## src/rtl/ms_stopwatch_pkg.sv

```systemverilog
// rtl/ms_stopwatch_pkg.sv - shared types and BCD limits for the millisecond stopwatch
package stopwatch_pkg;

    typedef enum logic [1:0] {
        ST_IDLE,
        ST_RUN,
        ST_PAUSED,
        ST_FULL
    } state_e;

    typedef struct packed {
        logic [7:0]  min;
        logic [7:0]  sec;
        logic [11:0] ms;
    } time_bcd_t;

    localparam int         MIN_MAX_DEFAULT = 99;
    localparam logic [3:0] MS_DIGIT_MAX    = 4'd9;
    localparam logic [3:0] SEC_TENS_MAX    = 4'd5;

    // Highest representable time, MIN_MAX:59.999, in display order.
    function automatic time_bcd_t sat_value(int min_max);
        time_bcd_t t;
        t.min = {4'(min_max / 10), 4'(min_max % 10)};
        t.sec = {SEC_TENS_MAX, MS_DIGIT_MAX};
        t.ms  = {MS_DIGIT_MAX, MS_DIGIT_MAX, MS_DIGIT_MAX};
        return t;
    endfunction

endpackage

```

## src/rtl/ms_stopwatch_if.sv

```systemverilog
// rtl/ms_stopwatch_if.sv - control pulses in, BCD display and status out
interface ms_stopwatch_if;
    logic        tick_ms;
    logic        start;
    logic        stop;
    logic        clear;
    logic        lap;
    logic [11:0] ms_bcd;
    logic [7:0]  sec_bcd;
    logic [7:0]  min_bcd;
    logic        running;
    logic        lap_hold;
    logic        overflow;

    modport master (
        output tick_ms, start, stop, clear, lap,
        input  ms_bcd, sec_bcd, min_bcd, running, lap_hold, overflow
    );

    modport slave (
        input  tick_ms, start, stop, clear, lap,
        output ms_bcd, sec_bcd, min_bcd, running, lap_hold, overflow
    );
endinterface

```

## src/rtl/ms_stopwatch_bcd_digit.sv

```systemverilog
// rtl/ms_stopwatch_bcd_digit.sv - one BCD digit wrapping at LIMIT, with carry out
module bcd_digit #(
    parameter logic [3:0] LIMIT = 4'd9
) (
    input  logic       clk,
    input  logic       rst,
    input  logic       clr,
    input  logic       inc,
    output logic [3:0] digit,
    output logic       carry_out
);

    logic [3:0] digit_q;
    logic [3:0] digit_d;

    always_comb begin
        digit_d = digit_q;
        if (clr) begin
            digit_d = 4'd0;
        end else if (inc) begin
            digit_d = (digit_q == LIMIT) ? 4'd0 : digit_q + 4'd1;
        end
    end

    always_ff @(posedge clk) begin
        if (rst) begin
            digit_q <= 4'd0;
        end else begin
            digit_q <= digit_d;
        end
    end

    assign digit     = digit_q;
    assign carry_out = inc && (digit_q == LIMIT);

endmodule

```

## src/rtl/ms_stopwatch.sv

```systemverilog
// rtl/ms_stopwatch.sv - BCD min:sec.ms stopwatch driven by a 1 ms strobe
module ms_stopwatch
    import stopwatch_pkg::*;
#(
    parameter int MIN_MAX = MIN_MAX_DEFAULT
) (
    input logic          clk,
    input logic          rst,
    ms_stopwatch_if.slave sw
);

    localparam time_bcd_t SAT = sat_value(MIN_MAX);

    state_e    state_q, state_d;
    logic      lap_hold_q, lap_hold_d;
    logic      overflow_q, overflow_d;
    time_bcd_t snap_q, snap_d;
    time_bcd_t live;
    time_bcd_t disp;
    logic      at_sat;
    logic      count_en;
    logic      sat_hit;
    logic [6:0] carry;

    assign at_sat   = (live == SAT);
    assign count_en = (state_q == ST_RUN) && sw.tick_ms && !at_sat;
    // A carry out of the top digit can only mean the range was exceeded; treat it as saturation.
    assign sat_hit  = ((state_q == ST_RUN) && sw.tick_ms && at_sat) || carry[6];

    bcd_digit #(.LIMIT(MS_DIGIT_MAX)) u_ms_ones (
        .clk(clk), .rst(rst), .clr(sw.clear), .inc(count_en),
        .digit(live.ms[3:0]), .carry_out(carry[0]));
    bcd_digit #(.LIMIT(MS_DIGIT_MAX)) u_ms_tens (
        .clk(clk), .rst(rst), .clr(sw.clear), .inc(carry[0]),
        .digit(live.ms[7:4]), .carry_out(carry[1]));
    bcd_digit #(.LIMIT(MS_DIGIT_MAX)) u_ms_hund (
        .clk(clk), .rst(rst), .clr(sw.clear), .inc(carry[1]),
        .digit(live.ms[11:8]), .carry_out(carry[2]));
    bcd_digit #(.LIMIT(MS_DIGIT_MAX)) u_sec_ones (
        .clk(clk), .rst(rst), .clr(sw.clear), .inc(carry[2]),
        .digit(live.sec[3:0]), .carry_out(carry[3]));
    bcd_digit #(.LIMIT(SEC_TENS_MAX)) u_sec_tens (
        .clk(clk), .rst(rst), .clr(sw.clear), .inc(carry[3]),
        .digit(live.sec[7:4]), .carry_out(carry[4]));
    bcd_digit #(.LIMIT(MS_DIGIT_MAX)) u_min_ones (
        .clk(clk), .rst(rst), .clr(sw.clear), .inc(carry[4]),
        .digit(live.min[3:0]), .carry_out(carry[5]));
    bcd_digit #(.LIMIT(MS_DIGIT_MAX)) u_min_tens (
        .clk(clk), .rst(rst), .clr(sw.clear), .inc(carry[5]),
        .digit(live.min[7:4]), .carry_out(carry[6]));

    always_comb begin
        state_d    = state_q;
        lap_hold_d = lap_hold_q;
        overflow_d = overflow_q;
        snap_d     = snap_q;

        case (state_q)
            ST_IDLE:   if (sw.start) state_d = ST_RUN;
            ST_RUN: begin
                if (sat_hit) begin
                    state_d = ST_FULL;
                end else if (sw.stop) begin
                    state_d = ST_PAUSED;
                end
            end
            ST_PAUSED: if (sw.start) state_d = ST_RUN;
            default:   state_d = state_q;
        endcase

        if (sat_hit) begin
            overflow_d = 1'b1;
        end

        // Snapshot samples the registered count, i.e. before any same-cycle tick.
        if (sw.lap) begin
            if (lap_hold_q) begin
                lap_hold_d = 1'b0;
            end else begin
                lap_hold_d = 1'b1;
                snap_d     = live;
            end
        end

        if (sw.clear) begin
            state_d    = ST_IDLE;
            lap_hold_d = 1'b0;
            overflow_d = 1'b0;
        end
    end

    always_ff @(posedge clk) begin
        if (rst) begin
            state_q    <= ST_IDLE;
            lap_hold_q <= 1'b0;
            overflow_q <= 1'b0;
            snap_q     <= '0;
        end else begin
            state_q    <= state_d;
            lap_hold_q <= lap_hold_d;
            overflow_q <= overflow_d;
            snap_q     <= snap_d;
        end
    end

    assign disp        = lap_hold_q ? snap_q : live;
    assign sw.ms_bcd   = disp.ms;
    assign sw.sec_bcd  = disp.sec;
    assign sw.min_bcd  = disp.min;
    assign sw.running  = (state_q == ST_RUN);
    assign sw.lap_hold = lap_hold_q;
    assign sw.overflow = overflow_q;

endmodule

```

## src/flat_wrapper.sv

```systemverilog
// flat-port wrapper written by rule: the top's interface ports become plain ports
module ms_stopwatch_flat import stopwatch_pkg::*;
#(
    parameter int MIN_MAX = MIN_MAX_DEFAULT
)
  (clk, rst, sw_tick_ms, sw_start, sw_stop, sw_clear, sw_lap, sw_ms_bcd, sw_sec_bcd, sw_min_bcd, sw_running, sw_lap_hold, sw_overflow);
  ms_stopwatch_if sw_i ();
  input logic clk;
  input logic rst;
  input wire logic [$bits(sw_i.tick_ms)-1:0] sw_tick_ms;
  input wire logic [$bits(sw_i.start)-1:0] sw_start;
  input wire logic [$bits(sw_i.stop)-1:0] sw_stop;
  input wire logic [$bits(sw_i.clear)-1:0] sw_clear;
  input wire logic [$bits(sw_i.lap)-1:0] sw_lap;
  output wire logic [$bits(sw_i.ms_bcd)-1:0] sw_ms_bcd;
  output wire logic [$bits(sw_i.sec_bcd)-1:0] sw_sec_bcd;
  output wire logic [$bits(sw_i.min_bcd)-1:0] sw_min_bcd;
  output wire logic [$bits(sw_i.running)-1:0] sw_running;
  output wire logic [$bits(sw_i.lap_hold)-1:0] sw_lap_hold;
  output wire logic [$bits(sw_i.overflow)-1:0] sw_overflow;
  assign sw_i.tick_ms = sw_tick_ms;
  assign sw_i.start = sw_start;
  assign sw_i.stop = sw_stop;
  assign sw_i.clear = sw_clear;
  assign sw_i.lap = sw_lap;
  assign sw_ms_bcd = sw_i.ms_bcd;
  assign sw_sec_bcd = sw_i.sec_bcd;
  assign sw_min_bcd = sw_i.min_bcd;
  assign sw_running = sw_i.running;
  assign sw_lap_hold = sw_i.lap_hold;
  assign sw_overflow = sw_i.overflow;
  ms_stopwatch #(.MIN_MAX(MIN_MAX)) u_core (.clk(clk), .rst(rst), .sw(sw_i));
endmodule
```

## config.mk

```make
export PLATFORM = sky130hd
export DESIGN_NAME = ms_stopwatch_flat
export DESIGN_NICKNAME = d
export VERILOG_FILES = /design/src/rtl/ms_stopwatch_pkg.sv /design/src/rtl/ms_stopwatch_if.sv /design/src/rtl/ms_stopwatch_bcd_digit.sv /design/src/rtl/ms_stopwatch.sv /design/src/flat_wrapper.sv
export SDC_FILE = /design/constraint.sdc
export NUM_CORES = 1
export LEC_CHECK = 0
export ABC_AREA = 1
export ABC_CLOCK_PERIOD_IN_PS = 6900
export CAP_MARGIN = 20
export CORE_MARGIN = 2
export CORE_UTILIZATION = 40
export CTS_CLUSTER_SIZE = 12
export DETAILED_ROUTE_END_ITERATION = 8
export GPL_TIMING_DRIVEN = 1
export MAX_ROUTING_LAYER = met4
export PLACE_DENSITY_LB_ADDON = 0.3
export RECOVER_POWER = 100
export SLEW_MARGIN = 10
export SYNTH_ARGS = -nofsm -noshare
export SYNTH_HDL_FRONTEND = slang
export SYNTH_HIERARCHICAL = 1
export SYNTH_SLANG_ARGS = --single-unit
```

## constraint.sdc

```tcl
create_clock -name clk -period 6.9 [get_ports clk]
set_input_delay 1.035 -clock clk [delete_from_list [all_inputs] [get_ports clk]]
set_output_delay 1.035 -clock clk [all_outputs]
set_load 0.02 [all_outputs]
```

# [After elaboration in Yosys (flattened, before gate mapping)]
# Index checks and enable logic that the tools add are counted.
[classes] n_addsub=7 n_eq_ne=12 muxes=13 reduce_logical=17
[ops] operator="4-bit by 1-bit adder with 4-bit output, second input constant" count=7
[ops] operator="28-bit equality test, second input constant" count=1
[ops] operator="28-bit two-way mux" count=1
[ops] operator="4-bit two-way mux" count=7
[ops] operator="4-bit equality test, second input constant" count=6
[ops] operator="1-bit logical AND" count=10
[ops] operator="2-bit two-way mux" count=3
[ops] operator="4-bit by 3-bit equality test with 1-bit output, second input constant" count=1
[ops] operator="2-bit one-hot mux with 2 select lines" count=1
[ops] operator="2-bit OR reduction" count=2
[ops] operator="3-bit by 2-bit != test with 1-bit output, second input constant" count=1
[ops] operator="3-bit AND reduction" count=1
[ops] operator="2-bit by 1-bit equality test with 1-bit output, second input constant" count=1
[ops] operator="2-bit equality test, second input constant" count=1
[ops] operator="2-bit zero test" count=1
[ops] operator="2-bit by 1-bit != test with 1-bit output, second input constant" count=1
[ops] operator="2-bit nonzero test" count=1
[ops] operator="1-bit zero test" count=1
[ops] operator="1-bit logical OR" count=1
[ops] operator="1-bit two-way mux" count=1
[totals] regBits=60 input_bits=7 output_inout_bits=31 wordCells=62

# [Logic depth before layout (Yosys ltp)]
# Gate-level depths: netlist of run 1.
[logic_depth] ltp_word=13 mapped_depth=39 mapped_depth_nobuf=39

# [Modules after synthesis]
# The synthesis of run 1 kept the hierarchy.
[modules_own_cells] module="ms_stopwatch" n_inst=1 cells_per_inst=255 area_per_inst_um2=1646.6 seq_area_each_um2=640.6
[modules_own_cells] module="bcd_digit (u_core.u_min_ones ...)" n_inst=6 cells_per_inst=29 area_per_inst_um2=202.7 seq_area_each_um2=80.1
[modules_own_cells] module="bcd_digit (u_core.u_sec_tens)" n_inst=1 cells_per_inst=29 area_per_inst_um2=191.4 seq_area_each_um2=80.1

# [Worst setup path before layout of run 1]
# Ideal clock, no wire load.
[synth_path] path_type="input port to flip-flop" start="in sw_tick_ms" end="reg u_core.state_q[1]" setup_ns=0.114 arrival_ns=3.662 t_required_ns=6.786 path_slack_ns=3.124 cell_stages=36 path_buffers=0 path_cell_list="inv_1 nor2_4 a21boi_0 nand2_2 inv_2 nand2_2 inv_1 nand2_2 inv_2 nand2_2 inv_1 nand2_2 inv_2 nand2_2 inv_1 nand2_2 inv_2 nand2_2 inv_1 nand2_2 inv_2 nand3_1 inv_1 nand2_2 inv_2 nand2_2 inv_1 nand2_2 inv_2 nand2_2 inv_1 inv_1 nand3_2 nand2_1 nand2_1 a21oi_2"
[synth_via] elab_chain_cells=12 word_cells_on_any_way=15 cone_classes="1 x eq/ne; 2 x mux; 12 x reduce/logical"
[synth_rtl] element="start, declared" line="flat_wrapper.sv:10" source="input wire logic [$bits(sw_i.tick_ms)-1:0] sw_tick_ms;"
[synth_rtl] element="1-bit logical AND * (2 in series)" line="ms_stopwatch.sv:26" source="assign count_en = (state_q == ST_RUN) && sw.tick_ms && !at_sat;"
[synth_rtl] element="via u_core.count_en" line="ms_stopwatch.sv:21" source="logic count_en;"
[synth_rtl] element="1-bit logical AND *" line="ms_stopwatch_bcd_digit.sv:34" source="assign carry_out = inc && (digit_q == LIMIT);"
[synth_rtl] element="via u_core.carry[0]" line="ms_stopwatch.sv:23" source="logic [6:0] carry;"
[synth_rtl] element="1-bit logical AND *" line="ms_stopwatch_bcd_digit.sv:34"
[synth_rtl] element="via u_core.carry[1]" line="ms_stopwatch.sv:23"
[synth_rtl] element="1-bit logical AND *" line="ms_stopwatch_bcd_digit.sv:34"
[synth_rtl] element="via u_core.carry[2]" line="ms_stopwatch.sv:23"
[synth_rtl] element="(+1 left out)"
[synth_rtl] element="via u_core.carry[3]" line="ms_stopwatch.sv:23"
[synth_rtl] element="(+1 left out)"
[synth_rtl] element="via u_core.carry[4]" line="ms_stopwatch.sv:23"
[synth_rtl] element="1-bit logical AND *" line="ms_stopwatch_bcd_digit.sv:34"
[synth_rtl] element="via u_core.carry[5]" line="ms_stopwatch.sv:23"
[synth_rtl] element="1-bit logical AND *" line="ms_stopwatch_bcd_digit.sv:34"
[synth_rtl] element="via u_core.carry[6]" line="ms_stopwatch.sv:23"
[synth_rtl] element="1-bit logical OR *" line="ms_stopwatch.sv:28" source="assign sat_hit = ((state_q == ST_RUN) && sw.tick_ms && at_sat) || carry[6];"
[synth_rtl] element="3-bit by 2-bit != test with 1-bit output (no line) / 2-bit two-way mux (equally long branches)"
[synth_rtl] element="3-bit AND reduction (no line) / 2-bit one-hot mux with 2 select lines (equally long branches)"
[synth_rtl] element="end signal, assigned" line="ms_stopwatch.sv:99" source="state_q <= state_d;"
[synth_rtl] element="end, declared" line="ms_stopwatch.sv:14" source="state_e state_q, state_d;"
# Mark *: on every way through the listed nets, which the timed path passes. The rest lies on a longest branch.
# A chain may end at the register's enable or synchronous reset.

# [Worst setup path after layout of run 1]
# Ends and elaborated chain as after synthesis.

==> qor_table.md, run 1 <==
| Result | Value | Unit |
|---|---|---|
| Capture point of the worst path | u_core/state_q[1]$_SDFFE_PP0P_ | - |
| Number of fillers in the final layout | 764 | - |
| Count of buffers added by post-CTS timing repair for setup | 0 | - |
| Clock network power share | 0.402 | - |
| Arr. time, crit path | 4930 | ps |
| Nets | 500 | - |
| Final setup violation count | 0 | - |
| Origin of the critical flop-to-flop path | u_core/state_q[0]$_SDFFE_PP0P_ | - |
| Total power | 0.000668 | W |
| Slew Viols, Final | 0 | - |
| Wirelength per Cell | 11.6 | um |
| Share of synthesized area occupied by flip-flops and latches | 0.393 | - |
| Cell area after placement | 3470 | um^2 |
| Initial cell density of the core | 0.417 | - |
| Sink Count | 60 | - |
| Critical path class | in2reg | - |
| Most common cell after layout, fill and taps aside | sky130_fd_sc_hd__nand2_1 | - |
| Yosys warning total | 6 | - |
| Fraction of the cycle the final worst path needs | 0.682 | - |
| Max-cap viol count | 0 | - |
| Vias after detailed routing | 2824 | - |
| Pint | 0.000506 | W |
| Via-to-Cell Ratio | 4.73 | - |
| Total global routing overflow | 0 | - |
| Post-detailed-route DRC marker count | 0 | - |
| Worst path most repeated cell | sky130_fd_sc_hd__inv_1 | - |
| Detailed-routing iteration count for the pre-antenna-repair pass | 4 | - |
| Crit path max fanout | 5 | - |
| Total clock buffers created by CTS | 9 | - |
| Number of resized instances in the post-cts repair step | 0 | - |
| Diode insertion count for antenna repair | 0 | - |
| Worst-Skew Late Latency | 330 | ps |
| Setup tns final | 0 | ps |
| HPWL Detailed | 4.83 | mm |
| Average footprint of a synthesized cell | 6.67 | um^2 |
| Critical path required time | 7130 | ps |
| Number of ports placed on the die boundary | 38 | - |
| Crit start category | input pin | - |
| Startpoint of the most critical setup path | sw_tick_ms | - |
| Seq pwr share | 0.532 | - |
| Number of standard cells in the final layout excluding fillers | 597 | - |
| Die area | 8350 | um^2 |
| Total count of hold-check failures in the final report | 0 | - |
| Post-Syn Nets | 465 | - |
| Cell count after synthesis | 458 | - |
| Register-to-Register Setup Slack | 2850 | ps |
| Post-layout instance area | 3570 | um^2 |
| Largest buffer count on any clock path | 2 | - |
| Slowest stage cell on the critical path | sky130_fd_sc_hd__dlygate4sd3_1 | - |
| Post-synth design cell area | 3050 | um^2 |
| Share of post-route cells with drive strength above 1 | 0.0964 | - |
| Measured slew at the worst slew-check pin | 1480 | ps |
| Number of nets with antenna violations after detailed routing | 0 | - |
| Switching share of power | 0.243 | - |
| Clock tree root driver cell | sky130_fd_sc_hd__clkbuf_8 | - |
| Clock slew at the register clock pins of the worst setup and hold paths | 60 | ps |
| Height of the chip | 91.4 | um |
| IR drop worst, VDD | 0.0000877 | V |
| Clock tree skew after final layout | 7.09 | ps |
| Unrepaired setup endpoints after global routing | no | - |
| RR Endpoint | u_core/state_q[1]$_SDFFE_PP0P_ | - |
| Post-layout min period | 4700 | ps |
| Drt total wl | 6.93 | mm |
| Clock H-tree levels | 3 | - |
| Number of cells on the worst reg-to-reg path | 37 | - |
| Starting DRT DRC Count | 166 | - |
| Category of the worst setup path capture point | flop | - |
| Comb pwr share | 0.066 | - |
| Number of cell rows | 31 | - |
| Final GP Congestion | 0.892 | - |
| Total of flip-flops plus latches after synthesis | 60 | - |
| Max-slew headroom | 0.0115 | - |
| Post-Place Cells | 581 | - |
| Synthesis-to-finish area growth | 16.9 | % |
| Slowest stage delay, CP | 520 | ps |
| Antenna violations before repair | 0 | - |
| First-pass GRT wire length | 12.5 | mm |
| Total power density per cell area | 187 | nW/um^2 |
| CTS tree | yes | - |
| Overall Global Routing Usage | 0.190 | - |
| I/O Buffers | 37 | - |
| Number of global-route vias before repair | 2772 | - |
| Most frequent cells in the layout | sky130_fd_sc_hd__nand2_1 (149), sky130_fd_sc_hd__nor2_1 (63), sky130_fd_sc_hd__dfxtp_1 (60), sky130_fd_sc_hd__inv_1 (57), sky130_fd_sc_hd__dlygate4sd3_1 (31) | - |
| Switching pwr | 0.000162 | W |
| Leakage power figure | 1.55 | nW |
| Run status | finished clean | - |
| Achievable clock frequency | 213 | MHz |
| Horizontal die dimension | 91.4 | um |
| Class of the worst hold path | reg2reg | - |
| Distinct cells, synth | 22 | - |
| Largest net degree at the start of global routing | 37 | - |
| Core footprint | 7330 | um^2 |
| Hold buffers post-CTS | 0 | - |
power groups by stage:
stage	sequential (W)	clock [W]	combinational [W]
after floorplan	0.000362	0	0.0000331
after global routing	0.000356	0.000296	0.0000504
after CTS	0.000356	0.000277	0.0000477
after detailed placement	0.000363	0	0.0000475
final	0.000356	0.000269	0.0000442
after global placement	0.000363	0	0.0000461
metal layers:
layer / global-route usage / vias to the layer above / share of wire
met2: 0.298 / 53 / 0.46
met3: 0.0373 / 7 / 0.033
met1: 0.233 / 1271 / 0.49
met5: - / - / 0
li1: - / 1493 / -
met4: 0.0934 / 0 / 0.011
synthesized netlist by cell type:
master / count / area [um^2]
sky130_fd_sc_hd__or2_4: 1 / 8.76
sky130_fd_sc_hd__buf_6: 3 / 33.8
sky130_fd_sc_hd__nand2_2: 20 / 125
sky130_fd_sc_hd__a211oi_1: 14 / 105
sky130_fd_sc_hd__nand4_1: 8 / 50.1
sky130_fd_sc_hd__nor2_2: 9 / 56.3
sky130_fd_sc_hd__dfxtp_1: 60 / 1200
sky130_fd_sc_hd__inv_1: 48 / 180
sky130_fd_sc_hd__inv_2: 15 / 56.3
sky130_fd_sc_hd__nand2_1: 141 / 529
sky130_fd_sc_hd__buf_4: 1 / 7.51
sky130_fd_sc_hd__buf_1: 1 / 3.75
sky130_fd_sc_hd__clkbuf_1: 2 / 7.51
sky130_fd_sc_hd__buf_2: 8 / 40.0
sky130_fd_sc_hd__nand3_1: 8 / 40.0
sky130_fd_sc_hd__o21ai_0: 24 / 120
sky130_fd_sc_hd__a21oi_1: 23 / 115
sky130_fd_sc_hd__nor2_4: 7 / 78.8
sky130_fd_sc_hd__a21oi_2: 7 / 61.3
sky130_fd_sc_hd__a21boi_0: 1 / 7.51
sky130_fd_sc_hd__nor2_1: 55 / 206
sky130_fd_sc_hd__nand3_2: 2 / 20.0
worst min-delay path by stage:
stage / startpoint / endpoint / slack, ps / depth (start not counted)
2_1_floorplan: u_core/state_q[0]$_SDFFE_PP0P_ / u_core/state_q[0]$_SDFFE_PP0P_ / 440 / 2
3_3_place_gp: u_core/snap_q[7]$_SDFFE_PP0P_ / u_core/snap_q[7]$_SDFFE_PP0P_ / 450 / 2
3_5_place_dp: u_core/snap_q[3]$_SDFFE_PP0P_ / u_core/snap_q[3]$_SDFFE_PP0P_ / 460 / 2
4_1_cts: u_core/snap_q[12]$_SDFFE_PP0P_ / u_core/snap_q[12]$_SDFFE_PP0P_ / 470 / 2
5_1_grt: u_core/snap_q[12]$_SDFFE_PP0P_ / u_core/snap_q[12]$_SDFFE_PP0P_ / 490 / 2
6_report: u_core/snap_q[7]$_SDFFE_PP0P_ / u_core/snap_q[7]$_SDFFE_PP0P_ / 470 / 2
worst max-delay path, delay by kind of cell:
family	cells	cell delay, ps
buf+inv	17	2010
simple gates	18	1440
compound gates	2	410
through the flow:
step,util,hold slack (ps),setup slack [ps]
2_1_floorplan,-,439,3120
3_3_place_gp,0.472,452,2430
3_5_place_dp,0.474,458,2240
4_1_cts,0.496,468,2600
5_1_grt,0.487,492,1700
6_report,0.487,466,2200
final cells by class:
class,count,area [um^2],area share
clock buffers,14,153,0.0427
clock inverters,2,10.0,0.00280
inverters,63,236,0.0662
multi-input cells,320,1470,0.413
flip-flops and latches,60,1200,0.336
well taps,99,124,0.0347
repair buffers,39,373,0.104
state kept, by name, indices dropped and copies added, names as in the netlist:
name	cells
u_core/u_min_ones/digit	4
u_core/u_ms_hund/digit	4
u_core/u_sec_ones/digit	4
u_core/state_q	2
u_core/sw.overflow	1
u_core/u_ms_tens/digit	4
u_core/u_ms_ones/digit	4
u_core/u_min_tens/digit	4
u_core/sw.lap_hold	1
u_core/u_sec_tens/digit	4
u_core/snap_q	28
cells by family (layout without fill, tap and decap cells):
family	count (synthesis)	count (layout)	synth area share
DFF	60	60	0.393
buffers and inverters	78	118	0.108
and+or+nand+nor	251	251	0.365
AOI/OAI and AO/OA	69	69	0.134
No activity file was read; power rests on OpenSTA's default activity.
==> inputs of run 2 (changes only) <==
- ABC_CLOCK_PERIOD_IN_PS: 6900 -> 3950
- clock period: 6.9 -> 3.95 ns (I/O delays scaled with it)
==> run 2 against run 1 <==
Compared with the run above: global-route usage fell by 0.82 points; die area did not move; critical endpoint unchanged; wire length fell by 1.5%; largest power group unchanged; critical path type unchanged; first-iteration DRC count rose by 22%.
==> qor_table.md, run 2 (synthesis gave the netlist of run 1 again) <==
| Result | Value | Unit | vs previous |
|---|---|---|---|
| Crit path max fanout | 3 | - | -2 |
| Antenna violations before repair | 0 | - | unchanged |
| Run status | finished clean | - |  |
| Clock H-tree levels | 3 | - | unchanged |
| Flip-flop count of the largest register after layout | 28 | - | unchanged |
| Largest register by flop count | u_core/snap_q | - |  |
| Achievable clock frequency | 280 | MHz |  |
| Height of the chip | 91.4 | um | unchanged |
| Number of nets with antenna violations after detailed routing | 0 | - | unchanged |
| Total power density per cell area | 326 | nW/um^2 | +74% |
| Measured slew at the worst slew-check pin | 1200 | ps | -287 ps |
| HPWL Detailed | 4.77 | mm | -1.2% |
| Slowest stage cell on the critical path | sky130_fd_sc_hd__clkdlybuf4s50_1 | - |  |
| Number of cell rows | 31 | - | unchanged |
| Slowest stage delay, CP | 450 | ps | -70 ps |
| Total global routing overflow | 0 | - | unchanged |
| Number of ports placed on the die boundary | 38 | - | unchanged |
| Worst path most repeated cell | sky130_fd_sc_hd__nand2_2 | - |  |
| Nets | 504 | - | +0.80% |
| Leakage power figure | 1.55 | nW | +0.37% |
| Most frequent cells in the layout | sky130_fd_sc_hd__nand2_1 (144), sky130_fd_sc_hd__nor2_1 (62), sky130_fd_sc_hd__dfxtp_1 (60), sky130_fd_sc_hd__inv_1 (48), sky130_fd_sc_hd__dlygate4sd3_1 (31) | - |  |
| First-pass GRT wire length | 12.0 | mm | -3.9% |
| Post-layout min period | 3570 | ps |  |
| Diode insertion count for antenna repair | 0 | - | unchanged |
| Total clock buffers created by CTS | 9 | - | unchanged |
| Number of fillers in the final layout | 713 | - | -6.7% |
| Max-slew headroom | 0.203 | - | +0.191 |
| Count of buffers added by post-CTS timing repair for setup | 0 | - | unchanged |
| Crit start category | input pin | - |  |
| Share of post-route cells with drive strength above 1 | 0.136 | - | +0.0393 |
| Hold buffers post-CTS | 0 | - | unchanged |
| Detailed-routing iteration count for the pre-antenna-repair pass | 4 | - | unchanged |
| Die area | 8350 | um^2 | unchanged |
| Clock slew at the register clock pins of the worst setup and hold paths | 70 | ps | about the same |
| Buffers plus inverters on the worst setup path | 18 | - | +1 |
| IR drop worst, VDD | 0.000205 | V | +130% |
| Number of global-route vias before repair | 2713 | - | -2.1% |
| Overall Global Routing Usage | 0.182 | - | -0.00824 |
| Vias after detailed routing | 2840 | - | +0.57% |
| Initial cell density of the core | 0.417 | - | unchanged |
| Post-Place Cells | 585 | - | +0.69% |
| Sink Count | 60 | - | unchanged |
| CTS tree | yes | - |  |
| Number of resized instances in the post-cts repair step | 0 | - | unchanged |
| Largest net degree at the start of global routing | 37 | - | unchanged |
| Arr. time, crit path | 3810 | ps | -1120 ps |
| Horizontal die dimension | 91.4 | um | unchanged |
| Worst-Skew Late Latency | 340 | ps | about the same |
| Unrepaired setup endpoints after global routing | no | - |  |
| Worst setup slack after placement | -49.1 | ps | -2290 ps |
| Critical path class | in2reg | - |  |
| Critical path required time | 4190 | ps | -2940 ps |
| Fraction of the cycle the final worst path needs | 0.904 | - |  |
| Post-route setup slack | 379 | ps | -1820 ps |
| Wirelength per Cell | 11.4 | um | -2.0% |
| Delay-heaviest family, CP | buffers and inverters | - |  |
| Category of the worst setup path capture point | flop | - |  |
| Most common cell after layout, fill and taps aside | sky130_fd_sc_hd__nand2_1 | - |  |
| Max-cap viol count | 0 | - | unchanged |
| Starting DRT DRC Count | 202 | - | +22% |
| I/O Buffers | 37 | - | unchanged |
| Final GP Congestion | 0.915 | - | +2.6% |
| Total count of hold-check failures in the final report | 0 | - | unchanged |
| Core footprint | 7330 | um^2 | unchanged |
| Post-detailed-route DRC marker count | 0 | - | unchanged |
| Largest buffer count on any clock path | 2 | - | unchanged |
| Area occupied by registers | 1200 | um^2 | unchanged |
| Clock tree root driver cell | sky130_fd_sc_hd__clkbuf_8 | - |  |
| Synthesis-to-finish area growth | 18.7 | % |  |
| Hold slack | 465 | ps | -0.991 ps |
| Area taken by multi-input logic gates | 1500 | um^2 | +1.7% |
| Final setup violation count | 0 | - | unchanged |
| Drt total wl | 6.83 | mm | -1.5% |
| Class of the worst hold path | reg2reg | - |  |
| Via-to-Cell Ratio | 4.73 | - | about the same |
| Clock tree skew after final layout | 6.89 | ps | -0.202 ps |
| Slew Viols, Final | 0 | - | unchanged |
| Number of standard cells in the final layout excluding fillers | 600 | - | +0.50% |
-- run 2: cell type report --
| type | instances | share of cell area |
|---|---|---|
| Inverter | 63 | 0.0652 |
| Clock inverter | 2 | 0.00276 |
| Sequential cell | 60 | 0.331 |
| Multi-Input combinational cell | 320 | 0.413 |
| Timing Repair Buffer | 43 | 0.109 |
| Tap cell | 99 | 0.0342 |
| Clock buffer | 13 | 0.0438 |
-- run 2: per-layer routing --
layer / vias to the layer above / share of wire / GRT usage
li1: 1500 / - / -
met2: 67 / 0.46 / 0.287
met5: - / 0 / -
met1: 1264 / 0.48 / 0.224
met4: 0 / 0.011 / 0.0631
met3: 9 / 0.052 / 0.0506
-- run 2: report_power, final --
| group | leakage [nW] | internal [W] | switching, W |
|---|---|---|---|
| Combinational | 0.978 | 0.0000256 | 0.0000527 |
| Sequential | 0.486 | 0.000615 | 0.00000657 |
| Clock | 0.0893 | 0.000257 | 0.000226 |
| Total | 1.55 | 0.000898 | 0.000286 |
-- run 2: worst reg2reg max path, delay by kind of cell (launching register included) --
family,cells,cell delay [ps]
AO/OA/AOI/OAI,2,190
buffers and inverters,17,1350
flip-flops,1,390
AND/OR/NAND/NOR,21,1380
-- run 2: metrics by stage --
stage               area, um^2  power, W   util  TNS, ps
floorplan                 3050  0.000691      -        0
global placement          3500  0.000716  0.477        0
detailed placement        3500  0.000718  0.477    -50.9
CTS                       3660   0.00120  0.500        0
global route              3630   0.00124  0.495        0
finish                    3630   0.00118  0.495        0
-- run 2: worst paths after layout --
path / from / end / slack [ps] / cells after the start
hold / removal: u_core/snap_q[16]$_SDFFE_PP0P_ / u_core/snap_q[16]$_SDFFE_PP0P_ / 460 / 2
setup reg to reg: u_core/u_sec_tens/digit[3]$_SDFFE_PP0P_ / u_core/state_q[1]$_SDFFE_PP0P_ / 510 / 40
hold reg to reg: u_core/snap_q[16]$_SDFFE_PP0P_ / u_core/snap_q[16]$_SDFFE_PP0P_ / 460 / 2
setup / recovery: sw_tick_ms / u_core/state_q[1]$_SDFFE_PP0P_ / 380 / 38
